<file path="config.mk">
export PLATFORM = sky130hd
export DESIGN_NAME = systolic_mac_cluster_flat
export DESIGN_NICKNAME = d
export VERILOG_FILES = /design/src/rtl/systolic_mac_cluster_pkg.sv /design/src/rtl/systolic_mac_cluster_if.sv /design/src/rtl/systolic_mac_cluster_lane.sv /design/src/rtl/systolic_mac_cluster.sv /design/src/flat_wrapper.sv
export SDC_FILE = /design/constraint.sdc
export NUM_CORES = 1
export LEC_CHECK = 0
export CAP_MARGIN = 10
export CORE_MARGIN = 8
export CORE_UTILIZATION = 59
export CTS_CLUSTER_DIAMETER = 100
export DETAILED_ROUTE_END_ITERATION = 10
export GPL_ROUTABILITY_DRIVEN = 0
export PLACE_DENSITY = 0.78
export SYNTH_ARGS = -nofsm -noshare
export SYNTH_HDL_FRONTEND = slang
export SYNTH_HIERARCHICAL = 1
export SYNTH_SLANG_ARGS = --single-unit
export TNS_END_PERCENT = 1
</file>
<file path="constraint.sdc">
create_clock -name clk -period 5.7 [get_ports clk]
set_input_delay 1.14 -clock clk [delete_from_list [all_inputs] [get_ports clk]]
set_output_delay 1.14 -clock clk [all_outputs]
set_load 0.05 [all_outputs]
</file>
<file path="src/rtl/systolic_mac_cluster_pkg.sv">
// Shared types and default sizing for the systolic MAC cluster.
// Optional saturation is selected by SYSTOLIC_CLUSTER_SAT_EN.
package systolic_pkg;

    localparam int DEF_NUM_LANES   = 4;
    localparam int DEF_DATA_WIDTH  = 8;
    localparam int DEF_ACC_WIDTH   = 24;
    localparam int DEF_VEC_LEN     = 16;
    localparam int DEF_MATRIX_SIZE = 5;
    localparam int DEF_OUT_SHIFT   = 0;

    typedef enum logic [1:0] {
        S_IDLE,
        S_LOAD,
        S_REDUCE,
        S_DONE
    } state_e;

    function automatic int idx_w(input int n);
        return (n > 1) ? $clog2(n) : 1;
    endfunction

endpackage

</file>
<file path="src/rtl/systolic_mac_cluster_if.sv">
// Operand stream in, result row out, plus status.
// master = producer/consumer side, slave = cluster side.
interface systolic_mac_cluster_if
    import systolic_pkg::*;
#(
    parameter int DATA_WIDTH  = DEF_DATA_WIDTH,
    parameter int MATRIX_SIZE = DEF_MATRIX_SIZE
);

    logic                                        start;
    logic                                        in_valid;
    logic                                        in_ready;
    logic signed [DATA_WIDTH-1:0]                inputs;
    logic signed [DATA_WIDTH-1:0]                weights;
    logic signed [MATRIX_SIZE-1:0][DATA_WIDTH-1:0] result_row;
    logic                                        out_valid;
    logic                                        out_ready;
    logic                                        busy;
    logic                                        sat_flag;

    modport master (
        output start, in_valid, inputs, weights, out_ready,
        input  in_ready, result_row, out_valid, busy, sat_flag
    );

    modport slave (
        input  start, in_valid, inputs, weights, out_ready,
        output in_ready, result_row, out_valid, busy, sat_flag
    );

endinterface

</file>
<file path="src/rtl/systolic_mac_cluster_lane.sv">
// One signed multiply-accumulate lane of the cluster.
// Clear wins over enable; product is kept at full precision.
module mac_lane #(
    parameter int DATA_WIDTH = 8,
    parameter int ACC_WIDTH  = 24
) (
    input  logic                         clk,
    input  logic                         rst,
    input  logic                         clr_i,
    input  logic                         en_i,
    input  logic signed [DATA_WIDTH-1:0] a_i,
    input  logic signed [DATA_WIDTH-1:0] b_i,
    output logic signed [ACC_WIDTH-1:0]  acc_o
);

    logic signed [2*DATA_WIDTH-1:0] prod;
    logic signed [ACC_WIDTH-1:0]    acc_q;

    assign prod  = a_i * b_i;
    assign acc_o = acc_q;

    // accumulate on enable, zero on clear or reset
    always_ff @(posedge clk) begin
        if (rst || clr_i) begin
            acc_q <= '0;
        end else if (en_i) begin
            acc_q <= acc_q + ACC_WIDTH'(prod);
        end
    end

endmodule

</file>
<file path="src/rtl/systolic_mac_cluster.sv">
// Row-of-dot-products MAC cluster: lanes share one operand stream.
// Define SYSTOLIC_CLUSTER_SAT_EN for saturating narrowing + sat_flag.
module systolic_mac_cluster
    import systolic_pkg::*;
#(
    parameter int NUM_LANES   = DEF_NUM_LANES,
    parameter int DATA_WIDTH  = DEF_DATA_WIDTH,
    parameter int ACC_WIDTH   = DEF_ACC_WIDTH,
    parameter int VEC_LEN     = DEF_VEC_LEN,
    parameter int MATRIX_SIZE = DEF_MATRIX_SIZE,
    parameter int OUT_SHIFT   = DEF_OUT_SHIFT
) (
    input  logic                 clk,
    input  logic                 rst,
    systolic_mac_cluster_if.slave bus
);

    localparam int SUM_W = ACC_WIDTH + $clog2(NUM_LANES);
    localparam int LN_W  = idx_w(NUM_LANES);
    localparam int EL_W  = idx_w(VEC_LEN);
    localparam int COL_W = idx_w(MATRIX_SIZE);

    state_e                                        state_q;
    logic [COL_W-1:0]                              col_q;
    logic [EL_W-1:0]                               elem_q;
    logic [LN_W-1:0]                               lane_q;
    logic signed [MATRIX_SIZE-1:0][DATA_WIDTH-1:0] row_q;
    logic                                          out_valid_q;

    logic signed [ACC_WIDTH-1:0]  acc [NUM_LANES];
    logic                         accept;
    logic                         lane_clr;
    logic signed [SUM_W-1:0]      sum_d;
    logic signed [SUM_W-1:0]      shifted_d;
    logic signed [DATA_WIDTH-1:0] narrow_d;

    assign accept   = (state_q == S_LOAD) && bus.in_valid;
    assign lane_clr = ((state_q == S_IDLE) && bus.start)
                    || (state_q == S_REDUCE);

    for (genvar i = 0; i < NUM_LANES; i++) begin : g_lane
        mac_lane #(
            .DATA_WIDTH (DATA_WIDTH),
            .ACC_WIDTH  (ACC_WIDTH)
        ) u_lane (
            .clk   (clk),
            .rst   (rst),
            .clr_i (lane_clr),
            .en_i  (accept && (lane_q == LN_W'(i))),
            .a_i   (bus.inputs),
            .b_i   (bus.weights),
            .acc_o (acc[i])
        );
    end

    // adder tree over all lane accumulators, then output scaling
    always_comb begin
        sum_d = '0;
        for (int i = 0; i < NUM_LANES; i++) begin
            sum_d = sum_d + SUM_W'(acc[i]);
        end
        shifted_d = sum_d >>> OUT_SHIFT;
    end

`ifdef SYSTOLIC_CLUSTER_SAT_EN
    localparam logic signed [SUM_W-1:0] MAX_V =
        SUM_W'(2 ** (DATA_WIDTH - 1) - 1);
    localparam logic signed [SUM_W-1:0] MIN_V = ~MAX_V;

    logic clip_d;
    logic sat_q;

    // clamp the scaled sum into the signed output range
    always_comb begin
        clip_d   = 1'b0;
        narrow_d = DATA_WIDTH'(shifted_d);
        if (shifted_d > MAX_V) begin
            clip_d   = 1'b1;
            narrow_d = DATA_WIDTH'(MAX_V);
        end else if (shifted_d < MIN_V) begin
            clip_d   = 1'b1;
            narrow_d = DATA_WIDTH'(MIN_V);
        end
    end

    // sticky clip indicator, cleared when a new row starts
    always_ff @(posedge clk) begin
        if (rst) begin
            sat_q <= 1'b0;
        end else if ((state_q == S_IDLE) && bus.start) begin
            sat_q <= 1'b0;
        end else if ((state_q == S_REDUCE) && clip_d) begin
            sat_q <= 1'b1;
        end
    end

    assign bus.sat_flag = sat_q;
`else
    // wrap: keep the low DATA_WIDTH bits
    always_comb begin
        narrow_d = DATA_WIDTH'(shifted_d);
    end

    assign bus.sat_flag = 1'b0;
`endif

    // row sequencer: load VEC_LEN pairs, reduce, repeat per column
    always_ff @(posedge clk) begin
        if (rst) begin
            state_q     <= S_IDLE;
            col_q       <= '0;
            elem_q      <= '0;
            lane_q      <= '0;
            row_q       <= '0;
            out_valid_q <= 1'b0;
        end else begin
            unique case (state_q)
                S_IDLE: begin
                    if (bus.start) begin
                        state_q <= S_LOAD;
                        col_q   <= '0;
                        elem_q  <= '0;
                        lane_q  <= '0;
                    end
                end
                S_LOAD: begin
                    if (bus.in_valid) begin
                        elem_q <= elem_q + 1'b1;
                        lane_q <= (lane_q == LN_W'(NUM_LANES - 1))
                                ? '0 : lane_q + 1'b1;
                        if (elem_q == EL_W'(VEC_LEN - 1)) begin
                            state_q <= S_REDUCE;
                        end
                    end
                end
                S_REDUCE: begin
                    row_q[col_q] <= narrow_d;
                    elem_q       <= '0;
                    lane_q       <= '0;
                    if (col_q == COL_W'(MATRIX_SIZE - 1)) begin
                        state_q     <= S_DONE;
                        out_valid_q <= 1'b1;
                    end else begin
                        col_q   <= col_q + 1'b1;
                        state_q <= S_LOAD;
                    end
                end
                S_DONE: begin
                    if (bus.out_ready) begin
                        out_valid_q <= 1'b0;
                        state_q     <= S_IDLE;
                    end
                end
                default: state_q <= S_IDLE;
            endcase
        end
    end

    assign bus.in_ready   = (state_q == S_LOAD);
    assign bus.busy       = (state_q != S_IDLE);
    assign bus.out_valid  = out_valid_q;
    assign bus.result_row = row_q;

endmodule

</file>
<file path="src/flat_wrapper.sv">
// flat-port wrapper written by rule: the top's interface ports become plain ports
module systolic_mac_cluster_flat import systolic_pkg::*;
#(
    parameter int NUM_LANES   = DEF_NUM_LANES,
    parameter int DATA_WIDTH  = DEF_DATA_WIDTH,
    parameter int ACC_WIDTH   = DEF_ACC_WIDTH,
    parameter int VEC_LEN     = DEF_VEC_LEN,
    parameter int MATRIX_SIZE = DEF_MATRIX_SIZE,
    parameter int OUT_SHIFT   = DEF_OUT_SHIFT
)
  (clk, rst, bus_start, bus_in_valid, bus_inputs, bus_weights, bus_out_ready, bus_in_ready, bus_result_row, bus_out_valid, bus_busy, bus_sat_flag);
  systolic_mac_cluster_if #(.DATA_WIDTH(DATA_WIDTH), .MATRIX_SIZE(MATRIX_SIZE)) bus_i ();
  input  logic clk;
  input  logic rst;
  input wire logic [$bits(bus_i.start)-1:0] bus_start;
  input wire logic [$bits(bus_i.in_valid)-1:0] bus_in_valid;
  input wire logic [$bits(bus_i.inputs)-1:0] bus_inputs;
  input wire logic [$bits(bus_i.weights)-1:0] bus_weights;
  input wire logic [$bits(bus_i.out_ready)-1:0] bus_out_ready;
  output wire logic [$bits(bus_i.in_ready)-1:0] bus_in_ready;
  output wire logic [$bits(bus_i.result_row)-1:0] bus_result_row;
  output wire logic [$bits(bus_i.out_valid)-1:0] bus_out_valid;
  output wire logic [$bits(bus_i.busy)-1:0] bus_busy;
  output wire logic [$bits(bus_i.sat_flag)-1:0] bus_sat_flag;
  assign bus_i.start = bus_start;
  assign bus_i.in_valid = bus_in_valid;
  assign bus_i.inputs = bus_inputs;
  assign bus_i.weights = bus_weights;
  assign bus_i.out_ready = bus_out_ready;
  assign bus_in_ready = bus_i.in_ready;
  assign bus_result_row = bus_i.result_row;
  assign bus_out_valid = bus_i.out_valid;
  assign bus_busy = bus_i.busy;
  assign bus_sat_flag = bus_i.sat_flag;
  systolic_mac_cluster #(.NUM_LANES(NUM_LANES), .DATA_WIDTH(DATA_WIDTH), .ACC_WIDTH(ACC_WIDTH), .VEC_LEN(VEC_LEN), .MATRIX_SIZE(MATRIX_SIZE), .OUT_SHIFT(OUT_SHIFT)) u_core (.clk(clk), .rst(rst), .bus(bus_i));
endmodule
</file>
==> flow_summary.yaml <==
synthesis:
  netlist_area_mm2: 0.00852
  ys_warn_count: 6
  syn-num-nets: 1163
  synthCells: 926
  synth.avg_cell_area_um2: 9.20
pwr:
  ir_drop_mv: 0.167
  p_leak_nw: 4.39
  powerDensity_mw_per_mm2: 210
  p_total_mw: 2.03
die:
  die_h_um: 136
  die_w_um: 136
  core_area_mm2: 0.0143
  num_rows: 44
  dieArea_mm2: 0.0185
  ios: 65
  initial_core_util: 0.595
final_layout:
  area_growth_pct: 13.5
  diodes: 0
  fin_area_mm2: 0.00967
  drive_gt1_frac: 0.0606
  fin_cells: 1174
  layout_common_cells: "154 x inv_1, 118 x fa_1, 110 x nand2_1"
  fillers: 1135
  fin_nets: 1222
  final_common_cell: "inv_1"
timing:
  fmax_ghz: 0.191
  rsz0062_at_grt: "no"
  setup_viol: 0
  post-route-min-period_ns: 5.25
  skew_ns: 0.0109
  slew_headroom: 0.586
  hold_ws_ns: 0.457
  setup_tns_ns: 0
  final_hold_viol_count: 0
  period_share: 0.920
  maxSlewViolCount: 0
  worst_pin_slew_ns: 0.617
clock_tree:
  htreeDepth: 3
  worstSkewPairLatency_ns: 0.35
  clock_sinks: 84
  ctsLongestPathBuffers: 2
  cts_tree: "done"
  root_buffer: "clkbuf_16"
  cts.reportedPaths.clkPinSlew_ns: 0.07
  hold_buffers: 0
  numCtsBuffers: 9
  cts_setup_buffers: 0
  cts.repair.resized: 0
worst_setup_path:
  path_class: "in2reg"
  rr_endpoint: "u_core/g_lane[0].u_lane/acc_o[7]"
  crit_path_end: "u_core/g_lane[1].u_lane/acc_o[7]"
  crit_path_start: "bus_weights[0]"
  setup.worst_path.start_class: "input port"
  rr_worst_depth: 14
  ff2ff_setup_slack_ns: 1.75
  cp.arrival_ns: 5.49
  endpoint_kind: "flip-flop"
  path_max_fanout: 11
  required_ns: 5.94
  r2r_start: "u_core/g_lane[0].u_lane/acc_o[6]"
detailed_routing:
  drtIter0Drc: 273
  via_count: 6172
  route.detailed.drc: 0
  wl_mm: 18.1
  viasPerCell: 5.26
  firstDrtPassIters: 5
  detail-route-antenna-nets: 0
  wl_per_cell_um: 15.5
global_routing:
  grt_pass1_vias: 6539
  grtUsageTotal: 0.212
  globalRouteOverflowTotal: 0
  antenna_found_initial: 0
  grt_pass1_wl_mm: 31.5
  grt_max_degree: 57
placed_design:
  place_area_mm2: 0.00937
  dp.cells: 1158
  io_buffers: 63
  dp_hpwl_mm: 14.5
run_status:
  status: "complete, no violations"
flow_run:
  maxCapViolations: 0
worst_hold_path:
  hp-class: "reg2reg"
==> worst max-delay path: stages <==
cell             delay [ns]
clkdlybuf4s50_1        0.79
and2_1                 0.20
inv_1                  0.05
fa_1                   0.49
inv_1                  0.05
fa_1                   0.52
fa_1                   0.46
fa_1                   0.58
fa_1                   0.43
ha_1                   0.32
o21ai_1                0.06
o21ai_0                0.14
a2bb2oi_1              0.19
nor2_1                 0.06
==> sequential cells by signal, indices dropped and copies added, names as in the netlist <==
name	cells
u_core/state_q	2
u_core/elem_q	4
u_core/bus.out_valid	1
u_core/lane_q	2
u_core/bus.result_row	40
u_core/g_lane.u_lane/acc_o	32
u_core/col_q	3
==> routing by layer <==
metal	vias up	wire length (um)	track usage
li1	2958	-	-
met1	3064	8240	0.275
met2	131	8830	0.355
met3	19	828	0.0395
met4	0	252	0.0549
met5	-	0	0
==> area by class of cell <==
class                      count  area [um2]  share of cell area
tap                          184         230              0.0238
clock inverter                 7        73.8             0.00764
sequential                    84        1680               0.174
multi-input combinational    646        6050               0.626
timing repair buffer          86         811              0.0839
clock buffer                   9         225              0.0233
inverter                     158         593              0.0614
==> stage by stage <==
stage	worst slack (ns)	util
2_1_floorplan	1.04	-
3_3_place_gp	0.184	0.654
3_5_place_dp	0.0921	0.654
4_1_cts	0.453	0.675
5_1_grt	0.239	0.675
6_report	0.453	0.675
==> power by group <==
part | internal [mW] | total [mW] | switching [mW]
registers | 0.595 | 0.607 | 0.0127
logic | 0.370 | 0.828 | 0.458
clock network | 0.312 | 0.590 | 0.277
==> worst min-delay path by stage <==
stage / start / endpoint / slack, ns / cells after the start
final: u_core/bus.result_row[17] / u_core/bus.result_row[17] / 0.46 / 2
after global routing: u_core/bus.result_row[22] / u_core/bus.result_row[22] / 0.48 / 2
after CTS: u_core/bus.result_row[33] / u_core/bus.result_row[33] / 0.46 / 2
after detailed placement: u_core/bus.result_row[33] / u_core/bus.result_row[33] / 0.45 / 2
after global placement: u_core/bus.result_row[21] / u_core/bus.result_row[21] / 0.44 / 2
after floorplan: u_core/g_lane[0].u_lane/acc_o[6] / u_core/g_lane[0].u_lane/acc_o[6] / 0.48 / 2
Power figures use the tool's default switching activity.
